[src/rtl/fifo_uart_pkg.sv]
// Shared types and frame constants for the FIFO-fed UART transmitter.
// Latency: n/a (types and constants only).
// Backpressure: n/a. Optional parity bit controlled by macro FIFO_UART_TX_PARITY_EN.
package fifo_uart_pkg;

  typedef enum logic [2:0] {
    IDLE   = 3'd0,
    FETCH  = 3'd1,
    START  = 3'd2,
    DATA   = 3'd3,
    PARITY = 3'd4,
    STOP   = 3'd5
  } state_e;

`ifdef FIFO_UART_TX_PARITY_EN
  localparam int PARITY_BITS = 1;
`else
  localparam int PARITY_BITS = 0;
`endif

  localparam int DEF_DATA_WIDTH = 8;
  localparam int DEF_STOP_BITS  = 1;

  // Start bit + payload + optional parity + stop bits.
  function automatic int frame_bits(input int data_width, input int stop_bits);
    return 1 + data_width + PARITY_BITS + stop_bits;
  endfunction

  localparam int FRAME_BITS = frame_bits(DEF_DATA_WIDTH, DEF_STOP_BITS);

endpackage

[src/rtl/fifo_uart_tx_bit_timer.sv]
// Bit-period timer: bit_tick is high in the last cycle of each CLKS_PER_BIT period.
// Latency: tick after CLKS_PER_BIT cycles from restart; restart clears the count.
// Backpressure: none; free-running between restarts.
module uart_bit_timer #(
  parameter int CLKS_PER_BIT = 868
) (
  input  logic clk,
  input  logic reset,
  input  logic restart,
  output logic bit_tick
);

  localparam int CW = (CLKS_PER_BIT > 1) ? $clog2(CLKS_PER_BIT) : 1;
  localparam logic [CW-1:0] LAST = CW'(CLKS_PER_BIT - 1);

  logic [CW-1:0] cnt_q, cnt_d;

  assign bit_tick = (cnt_q == LAST);

  // Count 0..CLKS_PER_BIT-1, wrapping on the terminal value or on restart.
  always_comb begin
    cnt_d = cnt_q + 1'b1;
    if (restart || bit_tick) begin
      cnt_d = '0;
    end
  end

  // Cycle counter register.
  always_ff @(posedge clk or negedge reset) begin
    if (!reset) begin
      cnt_q <= '0;
    end else begin
      cnt_q <= cnt_d;
    end
  end

endmodule

[src/rtl/fifo_uart_tx.sv]
// Pops one byte per frame from a synchronous FIFO and sends it as an 8N1/8N2 UART frame.
// Latency: pop in cycle N, start bit on tx from N+2; period 2 + CLKS_PER_BIT*FRAME_BITS.
// Backpressure: pops only in IDLE with enable=1 and FIFO non-empty; FIFO_UART_TX_PARITY_EN adds even parity.
module fifo_uart_tx
  import fifo_uart_pkg::*;
#(
  parameter int DATA_WIDTH   = 8,
  parameter int CLKS_PER_BIT = 868,
  parameter int STOP_BITS    = 1
) (
  input  logic                  clk,
  input  logic                  reset,
  input  logic                  enable,
  input  logic                  fifo_empty,
  input  logic [DATA_WIDTH-1:0] fifo_data,
  output logic                  fifo_rd_en,
  output logic                  tx,
  output logic                  busy,
  output logic                  frame_done
);

  localparam int BW = $clog2(DATA_WIDTH + 1);
  localparam logic [BW-1:0] LAST_DATA = BW'(DATA_WIDTH - 1);
  localparam logic [BW-1:0] LAST_STOP = BW'(STOP_BITS - 1);

  state_e                state_q, state_d;
  logic [DATA_WIDTH-1:0] shreg_q, shreg_d;
  logic [BW-1:0]         bit_q, bit_d;
  logic                  tx_q, tx_d;
  logic                  bit_tick;
  logic                  pop;
`ifdef FIFO_UART_TX_PARITY_EN
  logic                  par_q, par_d;
`endif

  // Reset gates the pop so the FIFO is never read while held in reset.
  assign pop        = reset && (state_q == IDLE) && enable && !fifo_empty;
  assign fifo_rd_en = pop;
  assign busy       = (state_q != IDLE);
  assign tx         = tx_q;

  // Every state entry starts a fresh bit period.
  uart_bit_timer #(
    .CLKS_PER_BIT(CLKS_PER_BIT)
  ) u_bit_timer (
    .clk      (clk),
    .reset    (reset),
    .restart  (state_d != state_q),
    .bit_tick (bit_tick)
  );

  // Next-state, shift register, bit counter and frame_done pulse.
  always_comb begin
    state_d    = state_q;
    shreg_d    = shreg_q;
    bit_d      = bit_q;
    frame_done = 1'b0;
`ifdef FIFO_UART_TX_PARITY_EN
    par_d      = par_q;
`endif
    case (state_q)
      IDLE: begin
        if (pop) state_d = FETCH;
      end
      FETCH: begin
        shreg_d = fifo_data;
        bit_d   = '0;
`ifdef FIFO_UART_TX_PARITY_EN
        par_d   = ^fifo_data;
`endif
        state_d = START;
      end
      START: begin
        if (bit_tick) state_d = DATA;
      end
      DATA: begin
        if (bit_tick) begin
          shreg_d = shreg_q >> 1;
          if (bit_q == LAST_DATA) begin
            bit_d = '0;
`ifdef FIFO_UART_TX_PARITY_EN
            state_d = PARITY;
`else
            state_d = STOP;
`endif
          end else begin
            bit_d = bit_q + 1'b1;
          end
        end
      end
`ifdef FIFO_UART_TX_PARITY_EN
      PARITY: begin
        if (bit_tick) state_d = STOP;
      end
`endif
      STOP: begin
        if (bit_tick) begin
          if (bit_q == LAST_STOP) begin
            frame_done = 1'b1;
            state_d    = IDLE;
          end else begin
            bit_d = bit_q + 1'b1;
          end
        end
      end
      default: state_d = IDLE;
    endcase
  end

  // Line level for the next cycle, taken from the next state so tx is a clean flop output.
  always_comb begin
    tx_d = 1'b1;
    case (state_d)
      START:   tx_d = 1'b0;
      DATA:    tx_d = shreg_d[0];
`ifdef FIFO_UART_TX_PARITY_EN
      PARITY:  tx_d = par_d;
`endif
      default: tx_d = 1'b1;
    endcase
  end

  // State, datapath and line registers.
  always_ff @(posedge clk or negedge reset) begin
    if (!reset) begin
      state_q <= IDLE;
      shreg_q <= '0;
      bit_q   <= '0;
      tx_q    <= 1'b1;
`ifdef FIFO_UART_TX_PARITY_EN
      par_q   <= 1'b0;
`endif
    end else begin
      state_q <= state_d;
      shreg_q <= shreg_d;
      bit_q   <= bit_d;
      tx_q    <= tx_d;
`ifdef FIFO_UART_TX_PARITY_EN
      par_q   <= par_d;
`endif
    end
  end

endmodule

[config.mk]
export PLATFORM = sky130hd
export DESIGN_NAME = fifo_uart_tx
export DESIGN_NICKNAME = d
export VERILOG_FILES = /design/src/rtl/fifo_uart_pkg.sv /design/src/rtl/fifo_uart_tx_bit_timer.sv /design/src/rtl/fifo_uart_tx.sv
export SDC_FILE = /design/constraint.sdc
export NUM_CORES = 1
export LEC_CHECK = 0
export BUFFER_PORTS_ARGS = -buffer_cell sky130_fd_sc_hd__buf_2
export CORE_ASPECT_RATIO = 0.9
export CORE_MARGIN = 10
export CORE_UTILIZATION = 40
export CTS_CLUSTER_SIZE = 16
export DETAILED_ROUTE_END_ITERATION = 8
export PLACE_DENSITY = 0.56
export SKIP_CTS_REPAIR_TIMING = 1
export SLEW_MARGIN = 5
export SYNTH_ARGS = -nofsm -noshare
export SYNTH_HDL_FRONTEND = slang
export SYNTH_HIERARCHICAL = 1
export SYNTH_SLANG_ARGS = --single-unit
[constraint.sdc]
create_clock -name clk -period 6.1 [get_ports clk]
set_input_delay 0.305 -clock clk [delete_from_list [all_inputs] [get_ports clk]]
set_output_delay 0.305 -clock clk [all_outputs]
set_load 0.01 [all_outputs]
# [Word-level counts from Yosys, hierarchy flattened]
# Cells that the tools add are included.
[totals] reg_bits=26 input_bits=12
[classes] n_addsub=2 n_eq_ne=12 mux=19 reduce_logical=12
[ops] cell="3-bit 2-to-1 mux" n=6
[ops] cell="4-bit 2-to-1 mux" n=4
[ops] cell="8-bit one-hot mux with 2 select lines" n=1
[ops] cell="3-bit one-hot mux with 5 select lines" n=1
[ops] cell="3-bit by 2-bit == test with 1-bit output (second input constant)" n=4
[ops] cell="4-bit one-hot mux with 3 select lines" n=1
[ops] cell="10-bit by 1-bit adder with 10-bit output (second input constant)" n=1
[ops] cell="10-bit == test (second input constant)" n=1
[ops] cell="10-bit 2-to-1 mux" n=1
[ops] cell="8-bit 2-to-1 mux" n=1
[ops] cell="3-bit nonzero test" n=2
[ops] cell="4-bit by 1-bit adder with 4-bit output (second input constant)" n=1
[ops] cell="4-bit by 3-bit == test with 1-bit output (second input constant)" n=1
[ops] cell="4-bit logical NOT" n=1
[ops] cell="2-bit by 1-bit != test with 1-bit output (second input constant)" n=2
[ops] cell="4-bit AND reduction" n=1
[ops] cell="3-bit by 1-bit == test with 1-bit output (second input constant)" n=1
[ops] cell="3-bit == test (second input constant)" n=1
[ops] cell="1-bit logical AND" n=3
[ops] cell="3-bit logical NOT" n=1
[ops] cell="1-bit 2-to-1 mux" n=3
[ops] cell="3-bit != test" n=1
[ops] cell="2-bit != test (second input constant)" n=1
[ops] cell="1-bit one-hot mux with 2 select lines" n=1
[ops] cell="4 further kinds" n=4

# [Depth between registers and ports, before layout]
# Gate-level depths: netlist of run 1.
[depth] ltp_word=9 depth_mapped=10

# [Cells and area by module]
# Netlist of run 1, hierarchy kept.
[modules_own_cells] module="fifo_uart_tx" instances=1 cells_per_inst=96 area_per_inst_um2=910.9 seq_area_each_um2=401.6
[modules_own_cells] module="uart_bit_timer" instances=1 cells_per_inst=52 area_per_inst_um2=514.2 seq_area_each_um2=250.2

# [Worst setup path after synthesis of run 1]
# OpenSTA, ideal clock, no wires.
[synth_path] path_kind="register -> register" from="register u_bit_timer.cnt_q[3]" to="register bit_q[2]" t_arrival_ns=2.254 setup_slack_ns=3.728 stages_incl_launch_ff=8 synth_period_minus_slack_ns=2.372 cell_sequence="dfrtp_1 or4_4 nor3_1 and4b_1 buf_6 a311o_1 o21ai_0 a21o_1"
[synth_between] elab_chain_len=3 elab_cells_between_ends=4
[synth_lines] element="start: declaration" line="fifo_uart_tx_bit_timer.sv:16" source="logic [CW-1:0] cnt_q, cnt_d;"
[synth_lines] element="start signal: assignment" line="fifo_uart_tx_bit_timer.sv:33" source="cnt_q <= cnt_d;"
[synth_lines] element="10-bit == test *" line="fifo_uart_tx_bit_timer.sv:18" source="assign bit_tick = (cnt_q == LAST);"
[synth_lines] element="via bit_tick" line="fifo_uart_tx.sv:30" source="logic bit_tick;"
[synth_lines] element="2-bit by 1-bit != test with 1-bit output (no line)"
[synth_lines] element="4-bit AND reduction (no line) *"
[synth_lines] element="end signal: assignment" line="fifo_uart_tx.sv:136" source="bit_q <= bit_d;"
[synth_lines] element="end: declaration" line="fifo_uart_tx.sv:28" source="logic [BW-1:0] bit_q, bit_d;"
# The timed path passes the listed nets; every way through them passes the cells marked *.
# A chain may end at the register's enable or synchronous reset.

# [Final worst setup path of run 1]
# Same ends and word-level chain as after synthesis.

==> results.sh, run 1 <==
export IMPL_die_h_um=76.6
export IMPL_syn_nets=163
export IMPL_clock_skew_ns=0.00223
export IMPL_grt_pass1_vias=1047
export IMPL_final_nets=179
export IMPL_ios=16
export IMPL_drt_iter0_drc=110
export IMPL_grt_max_degree=28
export IMPL_worstSetupStartpoint="u_bit_timer/cnt_q[3]$_DFF_PN0_"
export IMPL_reg2reg_to="bit_q[2]$_DFFE_PN0P_"
export IMPL_drtAntennaViolNets=0
export IMPL_synth_flop_cell="dfrtp_1"
export IMPL_grt_first_pass_wirelength_um=4610
export IMPL_vdd_ir_drop_worst_v=0.000108
export IMPL_syn_inst=148
export IMPL_total_power_mw=0.296
export IMPL_grt_use_total=0.0842
export IMPL_crit_fanout=9
export IMPL_wl_per_cell_um=13.4
export IMPL_area_growth_pct=10.7
export IMPL_clkTransAtPathRegs_ns=0.09
export IMPL_die_w_um=82.9
export IMPL_wl_met3_um=133
export IMPL_synth_top_area_cell="dfrtp_1"
export IMPL_drive_gt1_frac=0.153
export IMPL_tightest_slew_ns=0.748
export IMPL_p_per_area_nw_per_um2=188
export IMPL_max_cap_violations=0
export IMPL_antenna_cells=0
export IMPL_dr_pass1_iters=4
export IMPL_die_area_um2=6350
export IMPL_synth_cell_types=44
export IMPL_numCtsBuffers=3
export IMPL_syn_area_um2=1430
export IMPL_dr_wl_met2_um=1180
export IMPL_drc_errors=0
export IMPL_gp_congestion=0.767
export IMPL_rsz0062_at_grt="no"
export IMPL_yosysWarningCount=6
export IMPL_hp_class="input port to asynchronous set/reset pin"
export IMPL_synth_compound_area_frac=0.179
export IMPL_cts_sinks=26
export IMPL_clockRootBuffer="clkbuf_8"
export IMPL_vias=1105
export IMPL_finalSetupViolCount=0
export IMPL_slew_headroom=0.497
export IMPL_std_cell_rows=20
export IMPL_final_core_util=0.464
export IMPL_yosysTopAreaCellShare=0.439
export IMPL_p_leak_nw=0.673
export IMPL_ys_seq_area_frac=0.457
export IMPL_whs_ns=0.0340
export IMPL_synth_xor_area_frac=0.0184
export IMPL_initial_utilization=0.419
export IMPL_regToRegSetupSlack_ns=3.30
export IMPL_worst_setup_path_start_kind="register"
export IMPL_synth_simple_area_share=0.277
export IMPL_post_place_cells=203
export IMPL_period_needed_ns=2.80
export IMPL_fin_crit_sh=0.459
export IMPL_io_buffers=15
export IMPL_dpl_hpwl_um=2040
export IMPL_fmax_ghz=0.357
export IMPL_finalWirelength_um=2770
export IMPL_cts_htree_levels=1
export IMPL_synthMuxAreaShare=0
export IMPL_synth_enable_flop_cells=0
export IMPL_cp_end_kind="register"
export IMPL_ys_top_cells_by_area="dfrtp_1 44%, nand2_1 5.8%, o21ai_0 3.2%, a22oi_1 3.2%, nor2_1 3.2%"
export IMPL_slew_violations=0
export IMPL_synth_top_family_by_area="simple AND/OR/NAND/NOR gates"
export IMPL_yosys_register_bits=26
export IMPL_r2r_cells=6
export IMPL_syn_avg_cell_area_um2=9.63
export IMPL_path_class="register to register"
export IMPL_crit_path_end="bit_q[2]$_DFFE_PN0P_"
export IMPL_cts_max_path_buffers=2
export IMPL_met1_length_um=1440
export IMPL_overflow=0
export IMPL_arrival_ns=3.01
export IMPL_synthArstFlopShare=1.00
export IMPL_cts_tree="done"
export IMPL_outcome="complete, no violations"
export IMPL_setup_tns_ns=0
export IMPL_antenna_found_initial=0
export IMPL_worstPathRequired_ns=6.31
export IMPL_avgViaCountPerCell=5.34
export IMPL_hold_viol_final=0
export IMPL_instances_no_fill=207
export IMPL_synth_fa_ha_area_frac=0.0263
export IMPL_regToRegStartpoint="u_bit_timer/cnt_q[3]$_DFF_PN0_"
export IMPL_routed_top_layer="met4"
export IMPL_core_um2=3400
export IMPL_clk_latency_ns=0.26
## area by class of cell
| cell class | count | area, µm² |
|---|---|---|
| clock buffers | 4 | 55.1 |
| fillers | 342 | 1830 |
| repair buffers | 15 | 75.1 |
| flip-flops and latches | 26 | 652 |
| inverters | 7 | 26.3 |
| multi-input cells | 111 | 714 |
| well taps | 44 | 55.1 |
## per-stage QoR
stage	setup WS, ns	cell area, µm²
2_1_floorplan	3.73	1430
3_3_place_gp	3.47	1520
3_5_place_dp	3.30	1520
4_1_cts	3.28	1580
5_1_grt	3.09	1580
6_report	3.30	1580
## synthesized netlist by cell type (2+ instances only)
library cell / count
dfrtp_1: 25
nand2_1: 22
nor2_1: 12
o21ai_0: 9
inv_1: 7
a21oi_1: 6
a22oi_1: 6
nand3_1: 5
nor2b_1: 5
ha_1: 3
nor3_1: 3
nor3b_1: 3
or3_1: 3
a211oi_1: 2
and2_1: 2
buf_2: 2
buf_6: 2
nand4_1: 2
nand4bb_1: 2
o31ai_1: 2
xor2_1: 2
## critical path: stages (launching register included)
cell	delay, ns
dfrtp_1	0.42
or4_4	0.57
nor3_1	0.64
and4b_1	0.49
a311o_1	0.25
nor4bb_1	0.26
a21o_1	0.12
## kinds of logic after synthesis
group	after synthesis
adder cells (fa/ha/maj)	3
flip-flops	26
XOR/XNOR	3
AO/OA/AOI/OAI	36
AND/OR/NAND/NOR	69
buffers and inverters	11
## power by group
part	internal [mW]	switching, mW
sequential	0.175	0.00124
clock	0.0576	0.0530
combinational	0.00420	0.00569
total	0.236	0.0599
## worst min-delay path by stage
stage / startpoint / to / slack, ns / depth (start not counted)
floorplan: reset / bit_q[0]$_DFFE_PN0P_ / 0.009 / 0
global placement: reset / state_q[0]$_DFF_PN0_ / 0.34 / 1
detailed placement: reset / state_q[0]$_DFF_PN0_ / 0.35 / 1
CTS: reset / state_q[1]$_DFF_PN0_ / 0.05 / 1
global route: reset / shreg_q[0]$_DFF_PN0_ / 0.08 / 1
finish: reset / state_q[1]$_DFF_PN0_ / 0.03 / 1
## registers in the layout, indices dropped and copies added (netlist names)
| register | flops |
|---|---|
| bit_q | 4 |
| tx | 1 |
| shreg_q | 8 |
| u_bit_timer/cnt_q | 10 |
| state_q | 3 |
## per-layer routing
metal,GRT usage,vias up
li1,-,563
met1,0.112,522
met2,0.126,18
met5,0,-
met4,0.0204,0
met3,0.0288,2
## cell usage in the layout (no fill, tap or decap), types with 2 or more instances in the layout
| master | count |
|---|---|
| nor3_1 | 3 |
| buf_2 | 15 |
| or3_1 | 3 |
| nand4_1 | 2 |
| a22oi_1 | 6 |
| a21oi_1 | 6 |
| nand3_1 | 5 |
| a211oi_1 | 2 |
| dfrtp_1 | 25 |
| ha_1 | 3 |
| nor2_1 | 12 |
| and2_1 | 2 |
| nor3b_1 | 3 |
| nor2b_1 | 5 |
| clkbuf_8 | 4 |
| o21ai_0 | 9 |
| o31ai_1 | 2 |
| inv_1 | 7 |
| nand2_1 | 22 |
| xor2_1 | 2 |
| nand4bb_1 | 2 |
Note: power is estimated with default switching activity, not from simulation.
==> run 2: changes to the inputs <==
Clock period 6.1 ns to 2.83 ns, I/O delays scaled along.
==> run 2 against run 1 <==
  * Cell count grew 1.4%
  * Count of clock-buffer cells in the layout shrank 1
  * First-iteration DRC count shrank 2.7%
  * Combinational power rose by 130%
  * Via count grew 2.1%
  * Maximum frequency is 18% higher
  * Global-route usage rose by 0.70 points
  * Critical path type unchanged
  * Critical endpoint is now shreg_q[5]$_DFFE_PN0P_
  * Largest cell class unchanged
==> results.sh, run 2 (synthesis results as in run 1) <==
export IMPL_grt_first_pass_wirelength_um=4970
export IMPL_drive_gt1_frac=0.163
export IMPL_grt_use_total=0.0912
export IMPL_p_leak_nw=0.695
export IMPL_gp_congestion=0.778
export IMPL_post_place_cells=205
export IMPL_layout_common_cells="25 x dfrtp_1, 22 x nand2_1, 15 x buf_2"
export IMPL_cts_htree_levels=1
export IMPL_cp_slowest_cell="or4_4"
export IMPL_vdd_ir_drop_worst_v=0.000243
export IMPL_hp_class="input port to register"
export IMPL_cp_end_kind="register"
export IMPL_std_cell_rows=20
export IMPL_largest_reg_flops=10
export IMPL_hold_viol_final=0
export IMPL_antenna_cells=0
export IMPL_crit_fanout=8
export IMPL_io_buffers=15
export IMPL_regMostFlops="u_bit_timer/cnt_q"
export IMPL_fmax_ghz=0.423
export IMPL_regToRegStartpoint="u_bit_timer/cnt_q[3]$_DFF_PN0_"
export IMPL_area_growth_pct=13.6
export IMPL_wl_per_cell_um=13.6
export IMPL_die_w_um=82.9
export IMPL_path_class="register to register"
export IMPL_avgViaCountPerCell=5.37
export IMPL_tightest_slew_ns=0.613
export IMPL_slew_violations=0
export IMPL_outcome="complete, no violations"
export IMPL_drc_errors=0
export IMPL_total_power_mw=0.712
export IMPL_setup_tns_ns=0
export IMPL_grt_max_degree=28
export IMPL_worstPathRequired_ns=3.00
export IMPL_reg2reg_to="shreg_q[5]$_DFFE_PN0P_"
export IMPL_max_stage_delay_ns=0.58
export IMPL_clkTransAtPathRegs_ns=0.10
export IMPL_antenna_found_initial=0
export IMPL_slew_headroom=0.591
export IMPL_die_area_um2=6350
export IMPL_regToRegSetupSlack_ns=0.46
export IMPL_period_needed_ns=2.37
export IMPL_arrival_ns=2.53
export IMPL_fin_area_um2=1620
export IMPL_cp_common_cell="buf_4"
export IMPL_die_h_um=76.6
export IMPL_drtAntennaViolNets=0
export IMPL_grt_pass1_vias=1066
export IMPL_vias=1128
export IMPL_r2r_cells=8
export IMPL_layout_commonest_cell="dfrtp_1"
export IMPL_clockRootBuffer="clkbuf_8"
export IMPL_dpl_hpwl_um=2090
export IMPL_finalSetupViolCount=0
export IMPL_initial_utilization=0.419
export IMPL_clk_latency_ns=0.27
export IMPL_worstPathCellList="or4_4, nor3_1, buf_4, and4b_1, buf_4, nor2_1, a22oi_1, nand2_1"
export IMPL_worst_setup_path_start_kind="register"
export IMPL_p_per_area_nw_per_um2=439
export IMPL_ios=16
export IMPL_clock_skew_ns=0.00866
export IMPL_numCtsBuffers=3
export IMPL_instances_no_fill=210
export IMPL_core_um2=3400
export IMPL_rsz0062_at_grt="no"
export IMPL_crit_path_end="shreg_q[5]$_DFFE_PN0P_"
export IMPL_placed_area_um2=1540
export IMPL_cts_tree="done"
export IMPL_finalWirelength_um=2860
export IMPL_drt_iter0_drc=107
export IMPL_cts_max_path_buffers=2
export IMPL_max_cap_violations=0
export IMPL_largestRegisters="u_bit_timer/cnt_q x10, shreg_q x8, bit_q x4"
export IMPL_fin_crit_sh=0.836
export IMPL_final_nets=182
export IMPL_overflow=0
export IMPL_dr_pass1_iters=4
export IMPL_cts_sinks=26
export IMPL_worstSetupStartpoint="u_bit_timer/cnt_q[3]$_DFF_PN0_"
run 2: layout make-up:
type | count | area, µm²
tap | 44 | 55.1
sequential | 26 | 652
clock inverter | 1 | 30.0
fill | 334 | 1780
multi-input combinational | 111 | 714
inverter | 7 | 26.3
clock buffer | 3 | 41.3
timing repair buffer | 18 | 100
run 2: power by group:
| group | internal, mW | switching, mW |
|---|---|---|
| combinational | 0.00992 | 0.0126 |
| sequential | 0.376 | 0.00318 |
| clock | 0.189 | 0.120 |
| total | 0.576 | 0.136 |
run 2: critical path: cells and delay by family (launching register included):
kind | cells | cell delay (ns)
AND/OR/NAND/NOR | 5 | 1.28
flip-flops | 1 | 0.43
buffers and inverters | 2 | 0.36
AO/OA/AOI/OAI | 1 | 0.19
run 2: through the flow:
step	hold WS (ns)	util	setup slack, ns
floorplan	-0.154	-	0.458
global placement	0.183	0.452	0.547
detailed placement	0.192	0.452	0.483
CTS	-0.120	0.473	0.453
global route	0.0463	0.476	0.270
finish	0.0532	0.476	0.464
run 2: metal layers:
layer	global-route usage	part of all wire
met4	0.0357	0.014
met3	0.0267	0.036
met2	0.128	0.41
met5	0	0
met1	0.126	0.53
run 2: worst min-delay path by stage:
stage                 startpoint                     end  depth (start not counted)
finish              fifo_data[3]  shreg_q[3]$_DFFE_PN0P_                          3
CTS                        reset    state_q[1]$_DFF_PN0_                          1
global placement           reset    state_q[0]$_DFF_PN0_                          1
global route        fifo_data[3]  shreg_q[3]$_DFFE_PN0P_                          3
detailed placement         reset    state_q[0]$_DFF_PN0_                          1
floorplan                  reset    bit_q[0]$_DFFE_PN0P_                          0
